**config.mk**
```make
export PLATFORM = sky130hd
export DESIGN_NAME = reg_access_ctrl
export DESIGN_NICKNAME = d
export VERILOG_FILES = /design/src/rtl/reg_access_ctrl.sv
export SDC_FILE = /design/constraint.sdc
export NUM_CORES = 1
export LEC_CHECK = 0
export ABC_AREA = 1
export CAP_MARGIN = 20
export CORE_ASPECT_RATIO = 0.75
export CORE_MARGIN = 2
export CORE_UTILIZATION = 45
export DETAILED_ROUTE_END_ITERATION = 8
export PLACE_DENSITY = 0.84
export SYNTH_ARGS = -nofsm -noshare
export SYNTH_HDL_FRONTEND = slang
export SYNTH_SLANG_ARGS = --single-unit
```
**constraint.sdc**
```tcl
create_clock -name clock -period 3.3 [get_ports clock]
set_input_delay 0.66 -clock clock [delete_from_list [all_inputs] [get_ports clock]]
set_output_delay 0.66 -clock clock [all_outputs]
set_load 0.005 [all_outputs]
```
**src/rtl/reg_access_ctrl.sv**
```systemverilog
// reg_access_ctrl: command-driven initiator for a single-port register file.
// Accepts read / write / block-copy commands over a valid/ready handshake,
// sequences the register file's we/addr/din/dout port, and returns exactly
// one response per command. The register file loads dout one edge after an
// address is presented with we low, so every read spends a settling cycle
// before the data is captured.
module reg_access_ctrl #(
  parameter int BIT = 8,
  parameter int SZB = 4
) (
  input  logic           clock,
  input  logic           reset,
  input  logic           cmd_valid,
  output logic           cmd_ready,
  input  logic [1:0]     cmd_op,
  input  logic [SZB-1:0] cmd_addr,
  input  logic [SZB-1:0] cmd_addr2,
  input  logic [SZB-1:0] cmd_len,
  input  logic [BIT-1:0] cmd_data,
  output logic           rsp_valid,
  input  logic           rsp_ready,
  output logic [BIT-1:0] rsp_data,
  output logic           rsp_err,
  output logic           busy,
  output logic           rf_we,
  output logic [SZB-1:0] rf_addr,
  output logic [BIT-1:0] rf_din,
  input  logic [BIT-1:0] rf_dout
);

  typedef enum logic [2:0] {
    IDLE,
    RD_WAIT,
    RD_CAP,
    WR,
    CP_RD,
    CP_WAIT,
    CP_WR,
    RSP
  } state_t;

  localparam logic [1:0] OP_READ  = 2'b00;
  localparam logic [1:0] OP_WRITE = 2'b01;
  localparam logic [1:0] OP_COPY  = 2'b10;

  state_t         state;
  logic [SZB-1:0] src;
  logic [SZB-1:0] dst;
  logic [SZB-1:0] len;
  // Words already copied; one bit wider than the address so it can hold a
  // full 2**SZB-word count without aliasing.
  logic [SZB:0]   count;
  logic [SZB:0]   count_inc;
  logic [SZB-1:0] src_inc;
  logic [SZB-1:0] dst_inc;

  // Next-word values; address increments wrap naturally at 2**SZB.
  assign count_inc = count + 1'b1;
  assign src_inc   = src + 1'b1;
  assign dst_inc   = dst + 1'b1;

  // Single FSM: every output is a register updated on the state transition.
  always_ff @(posedge clock or posedge reset) begin
    if (reset) begin
      state     <= IDLE;
      cmd_ready <= 1'b1;
      rsp_valid <= 1'b0;
      rsp_data  <= '0;
      rsp_err   <= 1'b0;
      busy      <= 1'b0;
      rf_we     <= 1'b0;
      rf_addr   <= '0;
      rf_din    <= '0;
      src       <= '0;
      dst       <= '0;
      len       <= '0;
      count     <= '0;
    end else begin
      case (state)
        IDLE: begin
          if (cmd_valid && cmd_ready) begin
            cmd_ready <= 1'b0;
            busy      <= 1'b1;
            case (cmd_op)
              OP_READ: begin
                rf_addr <= cmd_addr;
                state   <= RD_WAIT;
              end
              OP_WRITE: begin
                rf_we   <= 1'b1;
                rf_addr <= cmd_addr;
                rf_din  <= cmd_data;
                state   <= WR;
              end
              OP_COPY: begin
                src   <= cmd_addr;
                dst   <= cmd_addr2;
                len   <= cmd_len;
                count <= '0;
                if (cmd_len == '0) begin
                  // Zero-length copy: answer immediately, touch nothing.
                  rsp_valid <= 1'b1;
                  rsp_data  <= '0;
                  rsp_err   <= 1'b0;
                  state     <= RSP;
                end else begin
                  rf_addr <= cmd_addr;
                  state   <= CP_RD;
                end
              end
              default: begin
                rsp_valid <= 1'b1;
                rsp_data  <= '0;
                rsp_err   <= 1'b1;
                state     <= RSP;
              end
            endcase
          end
        end
        // Register file latches dout from rf_addr on this edge.
        RD_WAIT: state <= RD_CAP;
        RD_CAP: begin
          rsp_data  <= rf_dout;
          rsp_valid <= 1'b1;
          state     <= RSP;
        end
        // The write happens on this edge; rf_din still holds the command data.
        WR: begin
          rf_we     <= 1'b0;
          rsp_data  <= rf_din;
          rsp_valid <= 1'b1;
          state     <= RSP;
        end
        CP_RD: state <= CP_WAIT;
        CP_WAIT: begin
          rf_we   <= 1'b1;
          rf_addr <= dst;
          rf_din  <= rf_dout;
          state   <= CP_WR;
        end
        CP_WR: begin
          rf_we <= 1'b0;
          src   <= src_inc;
          dst   <= dst_inc;
          count <= count_inc;
          if (count_inc == {1'b0, len}) begin
            rsp_data  <= {{(BIT-SZB){1'b0}}, len};
            rsp_valid <= 1'b1;
            state     <= RSP;
          end else begin
            rf_addr <= src_inc;
            state   <= CP_RD;
          end
        end
        RSP: begin
          if (rsp_ready) begin
            rsp_valid <= 1'b0;
            rsp_err   <= 1'b0;
            cmd_ready <= 1'b1;
            busy      <= 1'b0;
            state     <= IDLE;
          end
        end
        default: state <= IDLE;
      endcase
    end
  end

endmodule

```
==> results of run 1 <==
kinds of logic after synthesis:
group,Yosys count,synth area share [%]
simple gates,185,32.47
compound gates,51,12.71
flops,45,45.07
buf+inv,36,7.203
xor+xnor,3,1.051
fa+ha+maj,3,1.501
worst min-delay path, cell delays in order, from the launching register on:
cell and delay [ps]:
dfrtp_1 360, nand2_1 50, nand2_1 40
power groups by stage:
stage          Combinational (uW)  Clock [uW]  Sequential, uW
2_1_floorplan                1110           0            1010
3_3_place_gp                 1560           0            1050
3_5_place_dp                 1620           0            1060
4_1_cts                      1620         427            1050
5_1_grt                      1830         446            1090
6_report                     1610         418            1060
cell usage in the layout, fill, tap and decap left out, drive strengths merged:
master,count
a21oi,9
inv,26
clkdlybuf4s50,58
ha,3
buf,2
dfstp,1
o21ai,17
nand4,4
a21boi,1
xnor2,1
o22ai,1
clkinv,3
nor3b,1
nor2,25
o211ai,4
clkbuf,6
or2,2
nand2,118
bufinv,1
xor2,2
a22oi,6
nand3,33
nand3b,1
nor3,1
dfrtp,44
a31oi,12
a22o,1
metrics by stage:
stage          setup slack (ps)  hold slack [ps]
3_3_place_gp               1118            462.8
6_report                   1298            482.0
2_1_floorplan              1582            463.9
3_5_place_dp               1094            464.1
5_1_grt                    1095            505.8
4_1_cts                    1287            484.7
cell type report:
cell class / count / area, sq um / area share (%)
Inverter: 28 / 112.6 / 3.482
Clock inverter: 2 / 38.79 / 1.199
Timing Repair Buffer: 60 / 595.6 / 18.41
Multi-Input combinational cell: 242 / 1194 / 36.91
Tap cell: 75 / 93.84 / 2.901
Clock buffer: 6 / 72.57 / 2.244
Sequential cell: 45 / 1127 / 34.85
worst max-delay path by stage:
stage / startpoint / to / slack, ps
2_1_floorplan: reset / busy / 1580
3_5_place_dp: cmd_op[1] / rf_addr[2] / 1090
6_report: cmd_ready / cmd_ready / 1300
5_1_grt: state[2] / rf_din[5] / 1090
3_3_place_gp: cmd_op[1] / rf_addr[3] / 1120
4_1_cts: cmd_ready / cmd_ready / 1290
per-layer routing:
layer,part of all wire [%],track usage [%]
met5,0,0
met4,0.81,7.115
met3,9.8,5.978
met2,44,34.77
met1,45,29.52
registers in the layout, summed over array words and instances (netlist names):
register,count
rf_din,8
rsp_data,8
count,5
dst,4
len,4
rf_addr,4
src,4
state,3
busy,1
cmd_ready,1
rf_we,1
rsp_err,1
rsp_valid,1
==> run metrics, run 1 <==
CTS resizes 0; number of remaining DRC errors 0; final setup fails 0; Synth top cells by count nand2_1 (110), dfrtp_1 (44), nand3_1 (32), nor2_1 (24), inv_1 (22); routed len/inst 13.67 um; # rows 23; IO Count roughly 60; Synth area leader dfrtp_1; port buffer count 58; synthesized area 0.002501 sq mm; Leakage 0.001532 uW; FF-to-FF End rf_din[5]; synthesis-stage register bit count 45; Top delay family on crit path flip-flops; diode count 0; clk sinks 45; dpl cells 450; hold path cells 2; Area Growth Syn to Fin 29.31%; number of fillers in the final layout 494; CP peak stage delay around 550 ps; largest net degree at the start of global routing 46; Synth Area per Inst 7.743 sq um; TritonCTS clock tree built; reg2reg setup slack 1320 ps; worst hold path class reg2reg; worst path arrival time 1340 ps; final non-filler cell total 458; max cap viols 0; Main synth FF type dfrtp_1; Die Y roughly 69 um; Worst setup EP type output pin; status finished clean; Buf+Inv Stages, Crit Path 1; CTS Root Cell clkbuf_8; skew final 9.014 ps; first-pass GRT wire length 10620 um; post-layout utilization of the core between 60% and 70%; slowest stage cell, crit path dfstp_2; fin. max-slew vios 0; WP data required 2640 ps; CTS Hold Buffers Added 0; final total power 3086 uW; Slew @ Worst Pin between 500 and 600 ps; setup_tns 0 ps; vias per cell 5.227; Async S/R FF share, synth 100.0%; Syn Nets 360; Hold Fails Final Rpt 0; HP Start rsp_valid; fin crit period 2002 ps; dominant cells by area after synthesis dfrtp_1 (44%), nand2_1 (17%), nand3_1 (6.4%); DRT Pass-1 Iters 5; Die X 90.09 um; number of global-route vias before repair 2204; VDD IR max 378.5 uV; Max Root-Sink Buffers 2; layout cells sized above 1 ~7.6%; yosys warns 0; period utilisation layout 60.68%; sequential share of power between 30% and 40%; Max-slew headroom 62.38%; Antenna Nets Post-Route 0; top cell type's share of synthesized area 44.02%; sw frac 43.02%; gpl congestion 0.9033; worst reg2reg path depth 7; Post-DP HPWL ~4600 um; hold endpoint rsp_valid; Clock transition at path regs roughly 90 ps; sequential fraction of the synthesis area 45.07%; Pwr Density 954.0 mW/mm^2; CP Class reg2out; startpoint types register; final instance area 0.003234 sq mm; Gate Count Post-Synth 323; Initial Util 46.73%; Reg-to-Reg Start state[1]; Post-DP Area 0.003123 sq mm; DRT Wirelength ~6300 um; Max Freq ~500 MHz; EDFF count, synth 0; clock share of power between 10% and 20%; Gate power share ~52%; CP Max Fanout 3; clock latency on the worst-skew pair 300 ps; post-synth cell types 36; core region area 0.005353 sq mm; RSZ-0062 raised after global routing false; iteration-0 DRC count of the detailed router 172; Inserted Clock Buffers 5; post-CTS setup buffers 0; Via Count about 2400; Int Pwr approximately 1800 uW; GRT overflow 0; H-tree depth 2; Net Sw Power 1327 uW; Nets around 420; CP Cell Sequence clkdlybuf4s50_1; Global Route Usage Sum between 20% and 30%; Crit path depth 1; initial antenna violation count 0; full die area 0.006177 sq mm; count leader, synth nand2_1
Power figures use the tool's default switching activity.
==> run 2: changes to the inputs <==
PLACE_DENSITY = 0.87   (was 0.84)
clock period = 1.7 ns   (was 3.3 ns; I/O delays follow)
==> run 2 against run 1 <==
Largest cell class unchanged; highest routed layer unchanged; critical path type is now reg2reg; final area up 7.9%; critical path depth increased by 8; core utilization increased by 4.7 points; sequential power up 92%; via count increased by 5.8%; die area unchanged; register-to-register slack worse by 1300 ps; clock skew shrank 1.3 ps; clock-buffer cell count is 1 lower.
==> run metrics, run 2 (synthesis gave the netlist of run 1 again) <==
iteration-0 DRC count of the detailed router 253; Post-DP Area 0.003278 sq mm; Worst Setup SP state[1]; TritonCTS clock tree built; H-tree depth 2; diode count 0; final non-filler cell total 480; max cap viols 0; Hold Fails Final Rpt 0; final setup fails 0; dpl cells between 400 and 500; startpoint types register; clk sinks 45; reg2reg setup slack 30 ps; GRT Max-Usage Layer met2; clock latency on the worst-skew pair 310 ps; layout cells sized above 1 15.80%; port buffer count 58; # rows 23; GRT overflow 0; met1 Use GR 28.53%; WP data required about 1900 ps; worst setup margin 28.96 ps; worst path arrival time about 1900 ps; Area Growth Syn to Fin 39.47%; Antenna Nets Post-Route 0; Max-slew headroom 77.34%; CP Class reg2reg; Post-DP HPWL 4888 um; vias per cell around 5.3; period utilisation layout 98.30%; Die X 90.09 um; M3 GR Usage 5.435%; Int Pwr ~3700 uW; Net Sw Power ~2800 uW; CTS Root Cell clkbuf_8; IO Count 59; Reg-to-Reg Start state[1]; Die Y 68.57 um; status finished clean; clock share of power 12.7%; Pwr Density 1871 mW/mm^2; FF-to-FF End rsp_data[5]; sw frac 43.27%; fin crit period 1671 ps; Worst setup EP type register; Slew @ Worst Pin 339.2 ps; Largest regs rf_din: 8 flops, rsp_data: 8 flops, count: 5 flops; first-pass GRT wire length between 10000 and 15000 um; number of remaining DRC errors 0; Inserted Clock Buffers 5; gpl congestion 0.9122; fin. max-slew vios 0; Nets 441; worst hold path class in2async; core region area 0.005353 sq mm; VDD IR max ~650 uV; initial antenna violation count 0; worst setup path end rsp_data[5]; number of global-route vias before repair 2345; RSZ-0062 raised after global routing true; Leakage 0.001653 uW; most frequent cells in the layout nand2_1 (102), clkdlybuf4s50_1 (57), dfrtp_1 (44); CP Max Fanout 8; commonest non-fill, non-tap cell in the layout nand2_1; Max Freq 598.4 MHz; skew final 7.709 ps; final instance area 0.003488 sq mm; largest net degree at the start of global routing 46; setup_tns 0 ps; Clock transition at path regs 90 ps; Initial Util 46.73%; full die area 0.006177 sq mm; DRT Wirelength 6616 um; Max Root-Sink Buffers 2; worst slack, placed -141.4 ps; routed len/inst 13.78 um; sequential share of power 31.2%; Gate power share 56.1%; global routing usage on met2 between 30% and 40%; Via Count approximately 2500; worst reg2reg path depth 9; DRT Pass-1 Iters 5; Global Route Usage Sum roughly 22%
## run 2: stage by stage
step / hold WS [ps] / total power (uW) / utilization (%)
after global placement: 458.5 / 5286 / 61.24
after detailed placement: 460.6 / 5436 / 61.24
after floorplan: 463.9 / 4106 / -
after global routing: 408.0 / 7050 / 65.17
after CTS: 389.9 / 6272 / 63.53
final: 370.8 / 6528 / 65.17
## run 2: per-layer routing
metal	routed length (um)	vias to the layer above	share of wire (%)
met5	0	-	0
met4	76	0	1.1
met3	477	10	7.2
met2	3024	109	46
met1	3037	1186	46
li1	-	1229	-
## run 2: critical path: stages (launching register included)
cell and delay, ps:
dfrtp_1 460, inv_2 100, nand2_4 120, clkinv_4 100
nand2_4 120, o21ai_1 110, a21oi_4 300, nand2_8 110
nand2_2 90, nand2_1 50
## run 2: repair_timing
| action | 4_1_cts | 5_1_grt |
|---|---|---|
| pin swaps | 1 | 12 |
| hold buffers | 0 | 0 |
| buffers inserted | 1 | 1 |
| gates cloned | 0 | 1 |
| endpoints found under the setup margin | 6 | 22 |
| resized for setup | 0 | 19 |
## run 2: power by group through the flow
stage                     registers (uW)  clock network (uW)  logic, uW
after global routing                2080                 884       4080
final                               2040                 832       3660
after detailed placement            2010                   0       3430
after floorplan                     1960                   0       2150
after global placement              1990                   0       3290
after CTS                           1990                 842       3440
## run 2: cell type report
class	instances	area (sq um)
sequential	45	1127
clock buffer	5	68.82
fill	473	1864
inverter	28	112.6
clock inverter	3	46.29
multi-input combinational	243	1264
tap	75	93.84
timing repair buffer	81	775.7
## run 2: worst min-delay path by stage
stage               start    endpoint  slack [ps]  cells after the start
2_1_floorplan   rsp_valid   rsp_valid         460                      2
6_report            reset   rf_din[7]         370                      3
3_3_place_gp   rf_addr[2]  rf_addr[2]         460                      2
5_1_grt             reset   rf_din[7]         410                      3
3_5_place_dp   rf_addr[2]  rf_addr[2]         460                      2
4_1_cts             reset   rf_din[7]         390                      3
==> run 3: changes to the inputs <==
CORE_ASPECT_RATIO = 0.5   (was 0.75)
==> run 3 against run 2 <==
First-iteration DRC count fell by 36%; largest power group unchanged; sequential power decreased by 2%; critical path depth up 1; non-clock buffer count is the same; core utilization fell by 0.90 points; flip-flop and latch count unchanged.
==> run metrics, run 3 (synthesis gave the netlist of run 1 again) <==
status finished clean; full die area 0.006207 sq mm; CP Class reg2reg; skew final approximately 3.8 ps; iteration-0 DRC count of the detailed router approximately 160; RSZ-0062 raised after global routing true; H-tree depth 2; CTS Root Cell clkbuf_8; most frequent cells in the layout nand2_1 (108), clkdlybuf4s50_1 (57), dfrtp_1 (42); number of fillers in the final layout between 400 and 500; Worst Setup SP count[0]; Nets 440; number of global-route vias before repair roughly 2300; fin crit period 1616 ps; Die X 109.4 um; Inserted Clock Buffers 5; Clock transition at path regs 90 ps; CTS Hold Buffers Added 0; Antenna Nets Post-Route 0; core region area between 0.005 and 0.006 sq mm; worst setup margin 83.67 ps; DRT Wirelength 6425 um; startpoint types register; clk sinks 45; Die Y 56.72 um; vias per cell 5.130; post-layout utilization of the core 64.27%; Slew @ Worst Pin between 200 and 300 ps; diode count 0; port buffer count 58; Max Freq 618.7 MHz; final setup fails 0; fin. max-slew vios 0; VDD IR max roughly 740 uV; Initial Util between 40% and 50%; clock latency on the worst-skew pair 300 ps; GRT overflow 0; CP Max Fanout 5; TritonCTS clock tree built; layout cells sized above 1 14.60%; Via Count 2447; Max Root-Sink Buffers 2; largest net degree at the start of global routing 46; Max-slew headroom between 80% and 90%; WP data required 1950 ps; # rows 19; Post-DP HPWL about 4600 um; Leakage 0.001646 uW; Global Route Usage Sum 21.90%; routed len/inst 13.47 um; Pwr Density 1861 mW/mm^2; worst slack, placed -137.9 ps; number of remaining DRC errors 0; Worst setup EP type register; worst path arrival time 1860 ps; IO Count 59; first-pass GRT wire length ~11000 um; period utilisation layout 95.08%; commonest non-fill, non-tap cell in the layout nand2_1; DRT Pass-1 Iters 4; Reg-to-Reg Start count[0]; worst hold path class in2async; Largest regs rf_din: 8 flops, rsp_data: 8 flops, count: 5 flops; Hold Fails Final Rpt 0; gpl congestion 0.8733; Area Growth Syn to Fin 39.27%; initial antenna violation count 0; max cap viols 0
## run 3: cell types whose count changed in the layout (fill, tap and decap cells not counted), sizes merged
cell / change
clkinv: -2
clkbuf: +1
inv: +1
nand2: -1
## run 3: timing repair
action                                  4_1_cts  5_1_grt
buffers inserted                              0        2
endpoints found under the setup margin        0       17
resized for setup                             0       15
## run 3: final cells by class
type | count | area (sq um) | share of cell area [%]
inverter | 28 | 115.1 | 3.305
tap | 73 | 91.34 | 2.622
sequential | 45 | 1130 | 32.44
clock inverter | 2 | 37.54 | 1.078
clock buffer | 6 | 82.58 | 2.371
timing repair buffer | 81 | 780.7 | 22.41
multi-input combinational | 242 | 1246 | 35.78
## run 3: report_power, final
group / switching [uW] / internal, uW
registers: 397 / 1600
logic: 1960 / 1660
clock network: 384 / 478
## run 3: worst paths after layout
check,endpoint,slack (ps),cells past startpoint
worst max-delay path,rsp_data[1],80,10
worst min-delay path,rf_din[7],390,3
worst max register to register,rsp_data[1],80,10
worst min register to register,rf_addr[2],470,2
max in group asynchronous,cmd_ready,1040,3
min in group clock,rf_addr[2],470,2
## run 3: through the flow
stage               TNS (ps)  std cells  hold WS (ps)  area (sq um)  total power [uW]
floorplan                  0        323         463.9          2501              4106
global placement      -858.2        467         456.4          3288              5288
detailed placement     -1426        467         457.1          3288              5387
CTS                        0        475         406.5          3408              6286
global route          -80.86        477         438.9          3483              7051
finish                     0        477         393.1          3483              6483
## run 3: metal layers
metal  up-vias  part of all wire (%)  track usage (%)
li1       1233                     -                -
met1      1142                    46            31.77
met2        65                    48            34.66
met3         7                   5.1            3.136
met4         0                   1.2            5.063
met5         -                     0                0
## run 3: worst max-delay path, stage by stage (launching register included)
cell and delay (ps):
dfrtp_1 410, ha_4 180, or2_1 240, nand2_1 80, nand2_1 60, nand2_2 70
nand3_2 90, nand2_4 140, buf_4 130, nand3_1 70, nand2_1 80
